**src/rtl/histo_run_length.sv**
```systemverilog
// Run-length histogram: counts completed data_valid runs per length, with a registered bin read port.
// Define HISTO_SATURATE_EN to make bins hold at their maximum instead of wrapping.
module histo_run_length #(
   parameter int MAX_SEQ_SIZE  = 16,
   parameter int HISTO_BIN_MAX = 1024
) (
   input  logic                             clk,
   input  logic                             rst_n,
   input  logic                             data_in,
   input  logic                             data_valid,
   input  logic                             hist_int,
   input  logic [$clog2(MAX_SEQ_SIZE)-1:0]  addr,
   output logic [$clog2(HISTO_BIN_MAX)-1:0] hist_data
);

   localparam int AW = $clog2(MAX_SEQ_SIZE);
   localparam int CW = $clog2(HISTO_BIN_MAX);
   localparam int RW = $clog2(MAX_SEQ_SIZE + 1);

   localparam logic [RW-1:0] RUN_MAX  = RW'(MAX_SEQ_SIZE);
   localparam logic [AW-1:0] LAST_BIN = AW'(MAX_SEQ_SIZE - 1);
   localparam logic [CW-1:0] BIN_MAX  = CW'(HISTO_BIN_MAX - 1);

   logic [RW-1:0] run_q, run_d;
   logic          prev_valid_q, prev_valid_d;
   logic [CW-1:0] hist_data_q, hist_data_d;
   logic [CW-1:0] bin_q [MAX_SEQ_SIZE];
   logic [CW-1:0] bin_d [MAX_SEQ_SIZE];

   logic          commit;
   logic [AW-1:0] bin_idx;

   // The payload bit is sampled by the interface but plays no part in the histogram.
   logic unused_data_in;
   assign unused_data_in = data_in;

   always_comb begin
      commit  = 1'b0;
      bin_idx = '0;
      run_d   = run_q;

      commit  = (run_q != '0) && (hist_int || (prev_valid_q && !data_valid));
      bin_idx = (run_q >= RUN_MAX) ? LAST_BIN : run_q[AW-1:0];

      // A sequence start restarts the count; a valid cycle coincident with it opens the new run.
      if (hist_int || commit) begin
         run_d = data_valid ? RW'(1) : '0;
      end else if (data_valid && (run_q < RUN_MAX)) begin
         run_d = run_q + RW'(1);
      end

      prev_valid_d = data_valid;
      hist_data_d  = bin_q[addr];
   end

   always_comb begin
      for (int i = 0; i < MAX_SEQ_SIZE; i++) begin
         bin_d[i] = bin_q[i];
         if (commit && (bin_idx == AW'(i))) begin
`ifdef HISTO_SATURATE_EN
            if (bin_q[i] != BIN_MAX) begin
               bin_d[i] = bin_q[i] + CW'(1);
            end
`else
            bin_d[i] = bin_q[i] + CW'(1);
`endif
         end
      end
   end

   always_ff @(posedge clk) begin
      if (!rst_n) begin
         run_q        <= '0;
         prev_valid_q <= 1'b0;
         hist_data_q  <= '0;
         for (int i = 0; i < MAX_SEQ_SIZE; i++) begin
            bin_q[i] <= '0;
         end
      end else begin
         run_q        <= run_d;
         prev_valid_q <= prev_valid_d;
         hist_data_q  <= hist_data_d;
         for (int i = 0; i < MAX_SEQ_SIZE; i++) begin
            bin_q[i] <= bin_d[i];
         end
      end
   end

   assign hist_data = hist_data_q;

endmodule

```
**config.mk**
```make
export PLATFORM = sky130hd
export DESIGN_NAME = histo_run_length
export DESIGN_NICKNAME = d
export VERILOG_FILES = /design/src/rtl/histo_run_length.sv
export SDC_FILE = /design/constraint.sdc
export NUM_CORES = 1
export LEC_CHECK = 0
export ABC_CLOCK_PERIOD_IN_PS = 5200
export BUFFER_PORTS_ARGS = -buffer_cell sky130_fd_sc_hd__buf_4
export CORE_ASPECT_RATIO = 1.25
export CORE_MARGIN = 2
export CORE_UTILIZATION = 55
export CTS_BUF_LIST = sky130_fd_sc_hd__clkbuf_8 sky130_fd_sc_hd__clkbuf_16
export CTS_CLUSTER_DIAMETER = 200
export DETAILED_ROUTE_END_ITERATION = 8
export GPL_ROUTABILITY_DRIVEN = 0
export PLACE_DENSITY = 0.71
export SLEW_MARGIN = 15
export SYNTH_ARGS = -nofsm -noshare
export SYNTH_HDL_FRONTEND = slang
export SYNTH_SLANG_ARGS = --single-unit
```
**constraint.sdc**
```tcl
create_clock -name clk -period 5.2 [get_ports clk]
set_input_delay 1.04 -clock clk [delete_from_list [all_inputs] [get_ports clk]]
set_output_delay 1.04 -clock clk [all_outputs]
set_load 0.02 [all_outputs]
```
==> impl_metrics.py, run 1 <==
metrics = {
    "timing": {
        "slew_violations": 0,
        "whs_ps": 470,
        "max_freq_mhz": 356,
        "finClkSkew_ps": 6.73,
        "tightestPinTransition_ps": 1100,
        "finalHoldViolations": 0,
        "period_share_pct": 54.0,
        "max-slew-margin-rel_pct": 26.4,
        "finalCriticalPeriod_ps": 2810,
        "grt_setup_unrepaired": "false",
        "setup_tns_ps": 0,
        "finalSetupViolations": 0,
    },
    "layout": {
        "fin_util_pct": 60.9,
        "design_area_um2": 10200,
        "drive_gt1_share_pct": 9.11,
        "nets": 1068,
        "area.growth.synth_to_final_pct": 8.79,
        "antenna_cells": 0,
    },
    "grt": {
        "grt_pass1_vias": 7467,
        "grt.overflow.total": 0,
        "grt_pass1_wl_um": 38700,
        "grt_max_degree": 61,
        "antenna_found_initial": 0,
        "grtUsageTotal_pct": 27.3,
    },
    "drt": {
        "num_vias": 8165,
        "antenna_left": 0,
        "drt_iter0_markers": 611,
        "wire_per_inst_um": 18.9,
        "route.detailed.drc": 0,
        "wirelength_um": 24000,
        "via_per_inst": 6.41,
        "first_pass_iters": 5,
    },
    "die": {
        "coreArea_um2": 16700,
        "io_pins": 19,
        "row_count": 53,
        "die-area_um2": 18100,
        "initial_core_util_pct": 56.0,
        "die_h_um": 150,
        "die_width_um": 121,
    },
    "setup_path": {
        "start_kind": "flip-flop",
        "cp.buffers_inverters": 1,
        "crit_path_max_incr_delay_ps": 670,
        "timing.rr.end": "bin_q[3][6]",
        "rrSetupSlack_ps": 2390,
        "reg2reg_depth": 6,
        "required_ps": 5560,
        "path_cells": "inv_1 > ha_1 > nor2_2 > o211ai_1 > or4_1 > a21oi_1",
        "crit_slowest_cell": "dfxtp_1",
        "critPathMaxFanout": 14,
        "end_kind": "flip-flop",
        "worstSetupPathType": "flip-flop to flip-flop",
        "cp_top_family": "simple AND/OR/NAND/NOR gates",
        "worstPathArrival_ps": 3170,
        "timing.rr.start": "run_q[0]",
    },
    "logic_synthesis": {
        "ys_warn_count": 0,
        "synth-edff-count": 0,
        "synth_top_flop_cell": "dfxtp_1",
        "syn_area_um2": 9350,
        "syn-num-nets": 1082,
        "avgSynthCellArea_um2": 8.86,
        "ys_ff_latch": 176,
        "netlist.area_leader.share_pct": 37.7,
        "yosysMostFrequentCell": "dfxtp_1",
        "synthDominantAreaCellType": "dfxtp_1",
        "synthTopCellsByCount": "176 x dfxtp_1, 106 x a21oi_1, 70 x nand2_1",
        "netlist_instances": 1055,
        "synth_cell_types": 51,
        "ys_seq_area_share_pct": 37.7,
        "synth_area_leaders": "dfxtp_1 38%, mux2i_1 6.4%, a21oi_1 5.7%",
        "synthArstFlopShare_pct": 0,
    },
    "clock_network": {
        "cts_buffer_depth": 2,
        "cts_setup_buffers": 0,
        "cts.root.buffer_cell": "clkbuf_16",
        "hold_buffers": 0,
        "clk_pin_slew_worst_paths_ps": 70,
        "cts_resized": 0,
        "clk_latency_ps": 430,
        "numCtsBuffers": 17,
        "cts.htree.levels": 4,
        "clock-sinks": 176,
        "tritoncts": "yes",
    },
    "worst_hold_path": {
        "min_path_cells": 2,
        "hp-start": "bin_q[8][9]",
        "hp-class": "flip-flop to flip-flop",
        "hold_path_end": "bin_q[8][9]",
    },
    "power_and_ir_drop": {
        "powerDensity_nw_per_um2": 275,
        "ir_worst_vdd_v": 0.000229,
        "leakage_uw": 0.00339,
    },
    "place": {
        "dp_hpwl_um": 16900,
        "portBuffers": 17,
        "placement.cell_area_um2": 9580,
    },
    "outcome": {
        "outcome": "finished clean",
    },
    "run": {
        "maxCapViolCount": 0,
    },
}
==> per-layer routing <==
layer,GRT usage [%],share of wire [%],vias up
li1,-,-,3985
met1,35.2,44,3948
met2,45.4,49,192
met3,4.31,4.0,40
met4,11.3,3.4,0
met5,0,0,-
==> power by group <==
part | internal, µW | total (µW) | switching [µW]
Combinational | 43.7 | 146 | 103
Clock | 733 | 1290 | 557
Sequential | 1350 | 1360 | 6.07
==> final cells by class <==
type                    count  area, µm²
well taps                 220        275
fillers                  1484       6540
clock buffers              19        453
multi-input cells         780       5430
flip-flops and latches    176       3520
clock inverters            13        135
repair buffers             27        203
inverters                  39        149
==> cell families (layout without fill, tap and decap cells) <==
family,after synthesis,after routing,share of synthesized area [%]
flops,176,176,37.7
simple gates,354,354,21.0
mux,80,80,11.2
fa+ha+maj,18,18,2.41
compound gates,293,293,20.2
buf+inv,99,98,4.28
xor+xnor,35,35,3.28
==> worst max-delay path by stage <==
stage / cells after the start / from / slack [ps] / endpoint
after floorplan: 7 / addr[0] / 2690 / hist_data[4]
after global placement: 6 / data_valid / 2020 / bin_q[9][7]
after detailed placement: 6 / data_valid / 1980 / bin_q[9][5]
after CTS: 6 / data_valid / 2430 / bin_q[9][7]
after global routing: 6 / run_q[0] / 2210 / bin_q[3][6]
final: 6 / run_q[0] / 2390 / bin_q[3][6]
==> placed cells by master, fill, tap and decap left out, drive strengths merged, types with 2 or more instances in the layout <==
| cell type | n |
|---|---|
| or3 | 49 |
| o211ai | 25 |
| and4 | 5 |
| nor2b | 6 |
| nor4bb | 2 |
| o311ai | 3 |
| a21oi | 106 |
| ha | 18 |
| xor2 | 29 |
| bufinv | 2 |
| clkinv | 8 |
| or2 | 7 |
| o41ai | 3 |
| nand4 | 20 |
| buf | 27 |
| o31ai | 46 |
| nand2 | 70 |
| or4b | 2 |
| inv | 40 |
| o2111ai | 31 |
| a311oi | 4 |
| nand3 | 37 |
| nor4 | 7 |
| mux2i | 60 |
| nand2b | 13 |
| or4 | 49 |
| xnor2 | 6 |
| nor3 | 2 |
| a22oi | 16 |
| and3 | 8 |
| nor2 | 61 |
| clkinvlp | 2 |
| mux4 | 20 |
| clkbuf | 19 |
| and2 | 11 |
| o21ai | 56 |
| nor3b | 2 |
| dfxtp | 176 |
==> metrics by stage <==
| step | total power [µW] | cells | setup WS [ps] |
|---|---|---|---|
| 6_report | 2800 | 1274 | 2390 |
| 5_1_grt | 2880 | 1274 | 2210 |
| 4_1_cts | 2810 | 1274 | 2430 |
| 3_5_place_dp | 1540 | 1242 | 1980 |
| 3_3_place_gp | 1530 | 1242 | 2020 |
| 2_1_floorplan | 1490 | 1055 | 2690 |
==> worst min-delay path, cell delays in order (launching register included) <==
cell,delay [ps]
dfxtp_1,320
nand2_1,50
mux2i_1,50
==> sequential cells by signal, summed over array words and instances (netlist names) <==
| signal | cells |
|---|---|
| prev_valid_q | 1 |
| run_q | 5 |
| hist_data | 10 |
| bin_q | 160 |
Power figures use the tool's default switching activity.
==> inputs of run 2 (changes only) <==
Settings changed: ABC_CLOCK_PERIOD_IN_PS 5200 to 2930.
Clock period 5.2 ns to 2.93 ns, I/O delays scaled along.
==> impl_metrics.py, run 2 (synthesis gave the netlist of run 1 again) <==
metrics = {
    "grt": {
        "busiest_layer": "met2",
        "globalRouteMet3Util_pct": 5.18,
        "grt_pass1_vias": 7585,
        "grtUsageMet2_pct": 45.3,
        "grtUsageTotal_pct": 27.2,
        "grt.met1_usage_pct": 35.3,
        "grt.overflow.total": 0,
        "grt_max_degree": 62,
        "grt_pass1_wl_um": 39100,
        "antenna_found_initial": 0,
    },
    "timing": {
        "whs_ps": 435,
        "setup_slack_ps": 261,
        "period_share_pct": 91.1,
        "max_freq_mhz": 375,
        "grt_setup_unrepaired": "false",
        "finClkSkew_ps": 8.55,
        "finalSetupViolations": 0,
        "tightestPinTransition_ps": 1080,
        "slew_violations": 0,
        "finalCriticalPeriod_ps": 2670,
        "setup_tns_ps": 0,
        "max-slew-margin-rel_pct": 27.6,
        "finalHoldViolations": 0,
    },
    "layout": {
        "largest_register_ffs": 160,
        "top_register": "bin_q",
        "layout_commonest_cell": "dfxtp_1",
        "area.growth.synth_to_final_pct": 9.94,
        "n_fill_cell": 1478,
        "layout_common_cells": "176 x dfxtp_1, 106 x a21oi_1, 70 x nand2_1, 60 x mux2i_1, 59 x nor2_1",
        "regArea_um2": 3520,
        "stdcell_count": 1283,
        "multi_input_area_um2": 5430,
        "antenna_cells": 0,
        "drive_gt1_share_pct": 9.78,
        "nets": 1079,
    },
    "die": {
        "die_h_um": 150,
        "initial_core_util_pct": 56.0,
        "die-area_um2": 18100,
        "row_count": 53,
        "coreArea_um2": 16700,
        "die_width_um": 121,
        "io_pins": 19,
    },
    "setup_path": {
        "timing.rr.start": "run_q[1]",
        "reg2reg_depth": 6,
        "start_kind": "flip-flop",
        "worstSetupPathType": "flip-flop to flip-flop",
        "worstPathArrival_ps": 3030,
        "timing.rr.end": "bin_q[3][6]",
        "required_ps": 3290,
        "rrSetupSlack_ps": 260,
        "critPathMaxFanout": 14,
        "end_kind": "flip-flop",
    },
    "drt": {
        "first_pass_iters": 5,
        "route.detailed.drc": 0,
        "wire_per_inst_um": 18.6,
        "num_vias": 8271,
        "drt_iter0_markers": 678,
        "wirelength_um": 23900,
        "antenna_left": 0,
        "via_per_inst": 6.45,
    },
    "place": {
        "dp_hpwl_um": 17000,
        "portBuffers": 17,
        "dp.cells": 1253,
        "dp_slack_ps": 358,
    },
    "clock_network": {
        "numCtsBuffers": 17,
        "tritoncts": "yes",
        "clk_pin_slew_worst_paths_ps": 60,
        "cts.root.buffer_cell": "clkbuf_16",
        "cts_resized": 0,
        "cts_buffer_depth": 2,
        "hold_buffers": 0,
        "cts.htree.levels": 4,
        "clk_latency_ps": 430,
        "clock-sinks": 176,
        "cts_setup_buffers": 0,
    },
    "worst_hold_path": {
        "min_path_cells": 2,
        "hp-start": "data_valid",
        "hp-class": "primary input to flip-flop",
        "hold_path_end": "prev_valid_q",
    },
    "power_and_ir_drop": {
        "leakage_uw": 0.00344,
        "ir_worst_vdd_v": 0.000377,
        "powerDensity_nw_per_um2": 485,
    },
    "outcome": {
        "outcome": "finished clean",
    },
    "run": {
        "maxCapViolCount": 0,
    },
}
[run 2: cell count changes in the layout (fill, tap and decap cells not counted), sizes merged]
cell	previous run	this run
clkinv	8	2
clkbuf	19	21
buf	27	38
clkinvlp	2	4
[run 2: how the worst max path moves through the flow]
stage / from / endpoint / slack (ps) / cells past startpoint
floorplan: run_q[0] / bin_q[3][8] / 840 / 8
global placement: run_q[1] / bin_q[3][6] / 390 / 6
detailed placement: run_q[1] / bin_q[0][9] / 360 / 6
CTS: run_q[1] / bin_q[0][9] / 340 / 6
global route: run_q[3] / bin_q[10][9] / 100 / 4
finish: run_q[1] / bin_q[3][6] / 260 / 6
[run 2: worst max-delay path, cell delays in order (launching register included)]
cell and delay [ps]:
dfxtp_1 700, inv_1 140, ha_1 230, nor2_2 390, o211ai_1 400, or4_1 590, a21oi_1 140
[run 2: report_power, final]
part / internal, µW / total [µW] / switching, µW / leakage [µW]
Sequential: 2400 / 2410 / 8.72 / 0.00142
Combinational: 90.8 / 278 / 188 / 0.00174
Clock: 1340 / 2290 / 958 / 0.000281
Total: 3830 / 4980 / 1150 / 0.00344
[run 2: final cells by class]
| cell class | count | area share (%) |
|---|---|---|
| clock buffers | 21 | 4.67 |
| clock inverters | 9 | 1.05 |
| inverters | 39 | 1.45 |
| multi-input cells | 780 | 52.9 |
| flip-flops and latches | 176 | 34.3 |
| well taps | 220 | 2.68 |
| repair buffers | 38 | 3.02 |
[run 2: through the flow]
stage / total power [µW] / util [%] / cell area (µm²)
detailed placement: 2740 / 58.0 / 9690
CTS: 4990 / 61.5 / 10300
finish: 4980 / 61.5 / 10300
global route: 5120 / 61.5 / 10300
global placement: 2740 / 58.0 / 9690
floorplan: 2650 / - / 9350
[run 2: metal layers]
layer	part of all wire, %	vias to the layer above	routed length, µm
li1	-	4006	-
met3	5.5	42	1300
met2	49	246	11700
met4	2.6	0	615
met5	0	-	0
met1	43	3977	10300
